[src/rtl/procb_buf.sv]
// Per-thread circular queues of procb records with show-ahead lookup and rewindable commit.
// Optional sticky protocol-error flag enabled by defining PROCB_BUF_CHECK_EN.
module procb_buf #(
    parameter int N_CORES       = 3,
    parameter int N_THREADS     = 4 * N_CORES,
    parameter int N_THREADS_MSB = $clog2(N_THREADS) - 1,
    parameter int DEPTH_MSB     = 1,
    parameter int PROCB_D_WIDTH = 16
) (
    input  logic                     CLK,
    input  logic                     RST_N,
    input  logic [N_THREADS_MSB:0]   wr_thread_num,
    input  logic                     wr_en,
    input  logic [PROCB_D_WIDTH-1:0] din,
    input  logic                     wr_clr,
    output logic                     full,
    input  logic [N_THREADS_MSB:0]   rd_thread_num,
    input  logic                     lookup_en,
    input  logic                     rd_en,
    input  logic                     rd_rst,
    output logic                     lookup_empty,
    output logic [PROCB_D_WIDTH-1:0] dout,
    output logic                     err
);

    localparam int PW    = DEPTH_MSB + 2;
    localparam int DEPTH = 2 ** (DEPTH_MSB + 1);
    localparam int AW    = N_THREADS_MSB + DEPTH_MSB + 2;

    typedef logic [PW-1:0] ptr_t;

    ptr_t wp_q [N_THREADS];
    ptr_t wp_d [N_THREADS];
    ptr_t lp_q [N_THREADS];
    ptr_t lp_d [N_THREADS];
    ptr_t rp_q [N_THREADS];
    ptr_t rp_d [N_THREADS];

    logic [PROCB_D_WIDTH-1:0] mem [N_THREADS*DEPTH];

    logic          rd_block;
    logic          do_wr;
    logic          do_lk;
    logic          do_cm;
    logic          cm_legal;
    ptr_t          rp_new;
    logic [AW-1:0] wr_addr;
    logic [AW-1:0] rd_addr;

    assign full = ptr_t'(wp_q[wr_thread_num] - rp_q[wr_thread_num])
                  == ptr_t'(DEPTH);
    assign lookup_empty = lp_q[rd_thread_num] == wp_q[rd_thread_num];

    // Clearing a thread freezes any consumer activity on that same thread.
    assign rd_block = wr_clr && (wr_thread_num == rd_thread_num);
    assign cm_legal = rp_q[rd_thread_num] != lp_q[rd_thread_num];
    assign do_wr    = wr_en && !full && !wr_clr;
    assign do_lk    = lookup_en && !lookup_empty && !rd_rst && !rd_block;
    assign do_cm    = rd_en && cm_legal && !rd_block;
    assign rp_new   = rp_q[rd_thread_num] + ptr_t'(do_cm);

    assign wr_addr = {wr_thread_num, wp_q[wr_thread_num][DEPTH_MSB:0]};
    assign rd_addr = {rd_thread_num, lp_q[rd_thread_num][DEPTH_MSB:0]};

    assign dout = lookup_empty ? '0 : mem[rd_addr];

    always_comb begin
        wp_d = wp_q;
        lp_d = lp_q;
        rp_d = rp_q;
        rp_d[rd_thread_num] = rp_new;
        if (rd_rst && !rd_block) begin
            lp_d[rd_thread_num] = rp_new;
        end else if (do_lk) begin
            lp_d[rd_thread_num] = lp_q[rd_thread_num] + ptr_t'(1);
        end
        if (wr_clr) begin
            wp_d[wr_thread_num] = rp_q[wr_thread_num];
            lp_d[wr_thread_num] = rp_q[wr_thread_num];
            rp_d[wr_thread_num] = rp_q[wr_thread_num];
        end else if (do_wr) begin
            wp_d[wr_thread_num] = wp_q[wr_thread_num] + ptr_t'(1);
        end
    end

    always_ff @(posedge CLK or negedge RST_N) begin
        if (!RST_N) begin
            for (int i = 0; i < N_THREADS; i++) begin
                wp_q[i] <= '0;
                lp_q[i] <= '0;
                rp_q[i] <= '0;
            end
        end else begin
            wp_q <= wp_d;
            lp_q <= lp_d;
            rp_q <= rp_d;
        end
    end

    always_ff @(posedge CLK) begin
        if (do_wr) begin
            mem[wr_addr] <= din;
        end
    end

`ifdef PROCB_BUF_CHECK_EN
    logic err_q;
    logic err_d;

    always_comb begin
        err_d = err_q;
        if (wr_en && full && !wr_clr) begin
            err_d = 1'b1;
        end
        if (lookup_en && lookup_empty && !rd_rst && !rd_block) begin
            err_d = 1'b1;
        end
        if (rd_en && !cm_legal && !rd_block) begin
            err_d = 1'b1;
        end
    end

    always_ff @(posedge CLK or negedge RST_N) begin
        if (!RST_N) begin
            err_q <= 1'b0;
        end else begin
            err_q <= err_d;
        end
    end

    assign err = err_q;
`else
    assign err = 1'b0;
`endif

endmodule

[config.mk]
export PLATFORM = sky130hd
export DESIGN_NAME = procb_buf
export DESIGN_NICKNAME = d
export VERILOG_FILES = /design/src/rtl/procb_buf.sv
export SDC_FILE = /design/constraint.sdc
export NUM_CORES = 1
export LEC_CHECK = 0
export CELL_PAD_IN_SITES_DETAIL_PLACEMENT = 0
export CELL_PAD_IN_SITES_GLOBAL_PLACEMENT = 1
export CORE_MARGIN = 5
export CORE_UTILIZATION = 25
export CTS_CLUSTER_DIAMETER = 60
export DETAILED_ROUTE_END_ITERATION = 10
export PLACE_DENSITY_LB_ADDON = 0.12
export REMOVE_ABC_BUFFERS = 1
export SLEW_MARGIN = 40
export SYNTH_ARGS = -nofsm -noshare
export SYNTH_HDL_FRONTEND = slang
export SYNTH_SLANG_ARGS = --single-unit
[constraint.sdc]
create_clock -name CLK -period 6.04 [get_ports CLK]
set_clock_uncertainty 0.2 [all_clocks]
set_input_delay 0.604 -clock CLK [delete_from_list [all_inputs] [get_ports CLK]]
set_output_delay 0.604 -clock CLK [all_outputs]
set_load 0.01 [all_outputs]
==> flow_metrics.py <==
metrics = {
    "worst_setup_path": {
        "reg2reg_depth": 14,
        "critPathArrivalTime_ps": 5040,
        "start_kind": "register",
        "path_cells": "mux4_2 -> nand2_1 -> o21a_4 -> inv_4 -> buf_12 -> nand2_1 -> a211oi_1 -> a31oi_1 -> nand4_1 -> nor4_2 -> buf_4 -> clkdlybuf4s50_1",
        "slowest_stage": "clkdlybuf4s50_1",
        "critPathMaxFanout": 54,
        "crit_buf_inv": 4,
        "rrSetupSlack_ps": 1640,
        "path_class": "register to output port",
        "critPathTopFamily": "simple AND/OR/NAND/NOR gates",
        "crit_path_end_kind": "output port",
        "rr_startpoint": "rp_q[25]",
        "max_stage_delay_ps": 530,
        "required_ps": 5240,
        "cp_common_cell": "nand2_1",
        "reg2reg_to": "mem[27][15]",
    },
    "finish": {
        "area_growth_pct": 20.35,
        "final_cell_mix": "edfxtp_1, nand2_1, buf_4",
        "final_common_cell": "edfxtp_1",
        "post_layout_nonfiller_instances": 5076,
        "drive_gt1_share_pct": 16.53,
        "nets": 3087,
    },
    "power": {
        "p_clk_share_pct": 38.2,
        "intPower_w": 0.01154,
        "combPwrFrac_pct": 18.6,
        "swShare_pct": 29.95,
        "power_density_mw_per_mm2": 370.0,
        "p_sw_w": 0.004935,
        "power.leakage_nw": 15.19,
        "pwr-share-seq_pct": 43.2,
        "ir_drop_v": 0.0002177,
    },
    "grt": {
        "grt_start_max_net_pins": 81,
        "antenna_found_initial": 8,
        "track_usage_pct": 18.41,
        "grt.overflow.total": 0,
        "grt_pass1_vias": 25120,
        "grt_pass1_wl_mm": 205.0,
    },
    "sta": {
        "fmax_mhz": 171.1,
        "rsz0062_at_grt": "no",
        "slew_headroom_pct": 41.11,
        "whs_ps": 222.7,
        "period_minus_slack_ps": 5845,
        "max_slew.worst_pin.slew_ps": 882.3,
        "final-hold-violation-count": 0,
        "fin_crit_sh_pct": 96.76,
        "setup_viol": 0,
        "drv_slew": 0,
        "tns_ps": 0,
    },
    "synthesis": {
        "ys.flop_type": "edfxtp_1",
        "async_flop_share_pct": 12.33,
        "synthDistinctLibCells": 68,
        "synth_edf_count": 768,
        "syn_inst": 2848,
        "syn-mean-instance-area_um2": 12.99,
        "yosysSeqAreaShare_pct": 69.62,
        "yosysWarningCount": 0,
        "syn_area_mm2": 0.03701,
        "ys_ff_latch": 876,
    },
    "clock_network": {
        "root_buffer": "clkbuf_16",
        "clock_latency_ps": 740,
        "htreeDepth": 3,
        "numCtsBuffers": 111,
        "clk_pin_slew_worst_paths_ps": 60,
        "cts_tree": "yes",
        "clock_sinks": 876,
        "clk_path_buf_depth": 3,
    },
    "routing": {
        "wire_per_inst_um": 28.85,
        "vias_per_cell": 5.022,
        "first_pass_iters": 5,
        "post-route-drc-count": 0,
        "drtIter0Drc": 2061,
        "vias": 25490,
        "routed_wl_mm": 146.5,
        "ant_nets": 0,
    },
    "floorplanning": {
        "io_pins": 50,
        "die_w_um": 394.8,
        "die_height_um": 394.8,
        "rows": 141,
        "core_region_area_mm2": 0.1475,
        "die_area_mm2": 0.1558,
        "start_util_pct": 25.09,
    },
    "placement": {
        "gp_congestion": 0.8059,
        "dp_cells": 4864,
        "io_buffers": 48,
        "dp_hpwl_mm": 97.36,
    },
    "worst_hold_path": {
        "hp-class": "input pin to register",
        "hold_depth": 1,
        "worstHoldStart": "din[14]",
        "min_to": "mem[6][14]",
    },
    "run_status": {
        "status": "finished clean",
    },
    "run": {
        "maxCapViolCount": 0,
    },
}
## cell type report
| type | count | area [um^2] |
|---|---|---|
| diodes | 6 | 15.01 |
| multi-input cells | 1784 | 10590 |
| flip-flops and latches | 876 | 25760 |
| repair buffers | 263 | 2230 |
| fillers | 14810 | 102900 |
| clock inverters | 76 | 595.6 |
| well taps | 1930 | 2415 |
| inverters | 14 | 62.56 |
| clock buffers | 127 | 2869 |
## power groups by stage
stage | Combinational (W) | Clock [W] | Sequential [W]
2_1_floorplan | 0.00163 | 0 | 0.00712
3_3_place_gp | 0.00307 | 0 | 0.00725
3_5_place_dp | 0.00309 | 0 | 0.00725
4_1_cts | 0.00311 | 0.00645 | 0.00713
5_1_grt | 0.00329 | 0.00672 | 0.00715
6_report | 0.00306 | 0.00629 | 0.00712
## timing repair
item	CTS	global route
buffers inserted	2	0
endpoints found under the hold margin	61	0
gates resized for setup	3	0
endpoints found under the setup margin	4	0
hold buffers	1	0
## per-stage QoR
stage	area, um^2	worst slack (ps)	utilization, %	total power (W)
floorplan	36180	-6028	-	0.008747
global placement	40920	-66.63	27.74	0.01032
detailed placement	40990	-57.20	27.79	0.01033
CTS	44510	129.7	30.18	0.01669
global route	44520	64.67	30.19	0.01716
finish	44540	195.5	30.20	0.01648
## flip-flops by register name, summed over array words and instances (netlist names)
name,count
lp_q,36
wp_q,36
rp_q,36
mem,768
## cell usage after synthesis, drive strengths merged, types with 8 or more instances
cell     count  share of area (%)
xnor2        9               0.21
and3        31               0.52
buf        110                1.6
nand3      190                2.6
o32ai        8               0.19
a32o         8               0.22
nor3        68               0.95
and2        23               0.39
nand4       20               0.34
o21ai       50               0.68
clkbuf      64               0.65
a211oi      44               0.89
o22ai       32               0.54
dfrtp      108                7.3
o2111ai     14               0.33
o221ai      21               0.50
nor4         9               0.15
mux2i       87                2.4
nor2       161                1.6
or3         15               0.25
a32oi        9               0.21
nand2      619                6.3
edfxtp     768                 62
a2bb2oi     28               0.66
a21oi       76                1.1
mux4        40                2.4
a22oi       19               0.39
nand2b       8               0.14
a31oi       74                1.3
a311oi      23               0.54
inv         14               0.14
nor2b       10               0.17
## how the worst max path moves through the flow
stage                           startpoint  endpoint  slack, ps  cells after the start
after CTS                         lp_q[22]   dout[1]        130                     13
final                             lp_q[15]  dout[12]        200                     12
after global routing      rd_thread_num[1]  dout[12]         60                     14
after global placement    rd_thread_num[1]  dout[12]        -70                     14
after detailed placement  rd_thread_num[1]   dout[7]        -60                     14
after floorplan           rd_thread_num[0]  dout[13]      -6030                      9
## logic make-up (layout without fill, tap and decap cells)
logic type | count (synthesis) | count (layout) | synth area share (%)
XOR/XNOR | 15 | 15 | 0.3550
other | 1 | 7 | 0.01013
AND/OR/NAND/NOR | 1174 | 1174 | 13.83
multiplexers | 134 | 134 | 5.000
flip-flops | 876 | 876 | 69.62
buffers and inverters | 188 | 480 | 2.377
AO/OA/AOI/OAI | 454 | 454 | 8.604
adder cells (fa/ha/maj) | 6 | 6 | 0.2028
## worst register-to-register path: cells and delay by family (launching register included)
kind	cells	cell delay [ps]
buffers and inverters	5	1180
muxes	3	1030
and+or+nand+nor	3	750
DFF	1	420
adders and majority gates	1	200
AOI/OAI and AO/OA	1	140
xor gates and xnor gates	1	140
## routing by layer
metal / share of wire [%] / global-route usage, % / vias up
met4: 1.8 / 4.094 / 0
met2: 47 / 29.93 / 820
li1: - / - / 11230
met3: 5.5 / 2.926 / 135
met5: 0 / 0 / -
met1: 46 / 25.98 / 13310
Power figures use the tool's default switching activity.
==> RTL edit, RTL diff (same settings) <==
Set the parameter `PROCB_D_WIDTH` to 12 (it was 16).
--- a/src/rtl/procb_buf.sv
+++ b/src/rtl/procb_buf.sv
@@ -5,7 +5,7 @@
     parameter int N_THREADS     = 4 * N_CORES,
     parameter int N_THREADS_MSB = $clog2(N_THREADS) - 1,
     parameter int DEPTH_MSB     = 1,
-    parameter int PROCB_D_WIDTH = 16
+    parameter int PROCB_D_WIDTH = 12
 ) (
     input  logic                     CLK,
     input  logic                     RST_N,
Interface: changed (resized din and dout); port bits go from 50 to 42. No check against the original RTL was run, so the function may have changed too.
==> RTL edit against the original RTL <==
  * Final area down 18%
  * Power down 17%
  * Largest cell class unchanged
  * Area after synthesis down 19%
  * Synthesized cell count down 19%
  * Wire length down 20%
  * Setup slack better by 0.0051 ns
  * Sequential cell count down 192
==> RTL edit: results (changes against the original RTL) <==
Layout Nets 2502 (was 3087); clock latency on the worst-skew pair 0.68 ns (was 0.74 ns); worst vdd ir 0.000223 V (was 0.000218 V); largest net degree at the start of global routing 66 (was 81); via count 20600 (was 25500); status completed (unchanged); first-pass GRT wire length 165000 µm (was 205000 µm); Post-CTS Setup Bufs 0 (was 2); clock buffer depth 3 (unchanged); worst-margin pin slew 0.815 ns (was 0.882 ns); Max Fanout on Critical Path 28 (was 54); total leakage power 12.8 nW (was 15.2 nW); fillers 12100 (was 14800); Yosys cell types 77 (was 68); register area share after synthesis 66.5% (was 69.6%); Async S/R FF share, synth 15.8% (was 12.3%); initial antenna violation count 2 (was 8); P_int 9.69 mW (was 11.5 mW); Largest delay share family, worst path buffers and inverters (was simple AND/OR/NAND/NOR gates); IO buf count 40 (was 48); Biggest register mem (unchanged); max FFs per register 576 (was 768); DPL Wire Length 79600 µm (was 97400 µm); Final GP Congestion 0.821 (was 0.806); Synth Warn # 0 (unchanged); DR vias/cell 4.97 (was 5.02); gr usage total 18.2% (was 18.4%); top area cells in the synthesized netlist edfxtp_1 58%, dfrtp_1 9.0%, nand2_1 5.8%, mux2i_1 4.2%, mux4_2 3.5% (was edfxtp_1 62%, dfrtp_1 7.3%, nand2_1 6.3%, nand3_1 2.6%, mux4_2 2.4%); drt first pass iters 7 (was 5); synth cell count leaders 576 x edfxtp_1, 467 x nand2_1, 131 x nor2_1 (was 768 x edfxtp_1, 619 x nand2_1, 189 x nand3_1); Worst path max stage delay 0.56 ns (was 0.53 ns); initial DRC count 1575 (was 2061); # placed instances 3989 (was 4864); Num CTS Buffers 89 (was 111); Routed WL 118000 µm (was 146000 µm); crit path max-delay cell type mux4_1 (was clkdlybuf4s50_1); Syn Inst Count 2308 (was 2848); Post-synth EDFFs 576 (was 768); share of cells above drive strength 1 17.4% (was 16.5%)
==> RTL edit: changes by cell type after synthesis, sizes merged, moves of 32 or more <==
cell / delta
a21oi: -36
nor3: -39
nand3: -87
a31oi: -32
o21ai: +37
nand2: -152
mux2i: +40
edfxtp: -192
==> RTL edit: power groups by stage <==
stage | sequential [mW] | clock [mW] | combinational, mW
global route | 5.66 | 5.90 | 2.73
detailed placement | 5.72 | 0 | 2.56
CTS | 5.63 | 5.71 | 2.58
floorplan | 5.60 | 0 | 1.40
finish | 5.64 | 5.56 | 2.55
global placement | 5.73 | 0 | 2.54
==> RTL edit: logic make-up (layout without fill, tap and decap cells) <==
kind of cell | after synthesis | count (layout) | synth area share [%]
other | 1 | 2 | 0.0125
multiplexers | 189 | 189 | 8.36
buffers and inverters | 158 | 392 | 2.81
AND/OR/NAND/NOR | 876 | 876 | 12.8
adder cells (fa/ha/maj) | 6 | 6 | 0.250
XOR/XNOR | 14 | 14 | 0.454
AO/OA/AOI/OAI | 380 | 380 | 8.76
flip-flops | 684 | 684 | 66.5
==> RTL edit: layout make-up <==
type                    count  area [µm²]  share of cell area [%]
multi-input cells        1466        9400                    25.9
flip-flops and latches    684       20000                    55.0
well taps                1612        2020                    5.55
diodes                      1        2.50                 0.00688
inverters                  17        76.3                   0.210
clock inverters            64         815                    2.24
clock buffers             100        2290                    6.29
repair buffers            211        1750                    4.82
==> RTL edit: per-stage QoR <==
step                      TNS (ns)  area, µm²  setup WS [ns]
after floorplan            -111.67      29300          -1.84
after global placement      -0.299      33100         -0.299
after detailed placement    -0.321      33200         -0.321
after CTS                        0      36300        0.00840
after global routing             0      36400         0.0866
final                            0      36400          0.201
==> RTL edit: final timing paths <==
check | start | end | slack [ns] | depth (start not counted)
worst max-delay path | lp_q[12] | dout[4] | 0.20 | 13
worst min-delay path | din[3] | mem[32][3] | 0.22 | 1
worst max register to register | lp_q[12] | lp_q[5] | 1.78 | 9
worst min register to register | wp_q[27] | wp_q[27] | 0.30 | 1
max in group asynchronous | RST_N | wp_q[23] | 4.19 | 3
min in group asynchronous | RST_N | rp_q[6] | 0.32 | 2
==> RTL edit: timing repair <==
| action | in CTS | in global routing |
|---|---|---|
| pin swaps | 0 | 0 |
| gates resized for setup | 2 | 1 |
| hold buffers | 1 | 0 |
| hold endpoints to repair | 45 | 0 |
| setup endpoints to repair | 1 | 3 |
==> RTL edit: layer usage <==
metal	track usage, %	up-vias	wire length [µm]
li1	-	9110	-
met1	25.0	10800	53400
met2	30.4	557	56200
met3	2.64	153	5010
met4	4.55	2	2950
met5	0	-	13
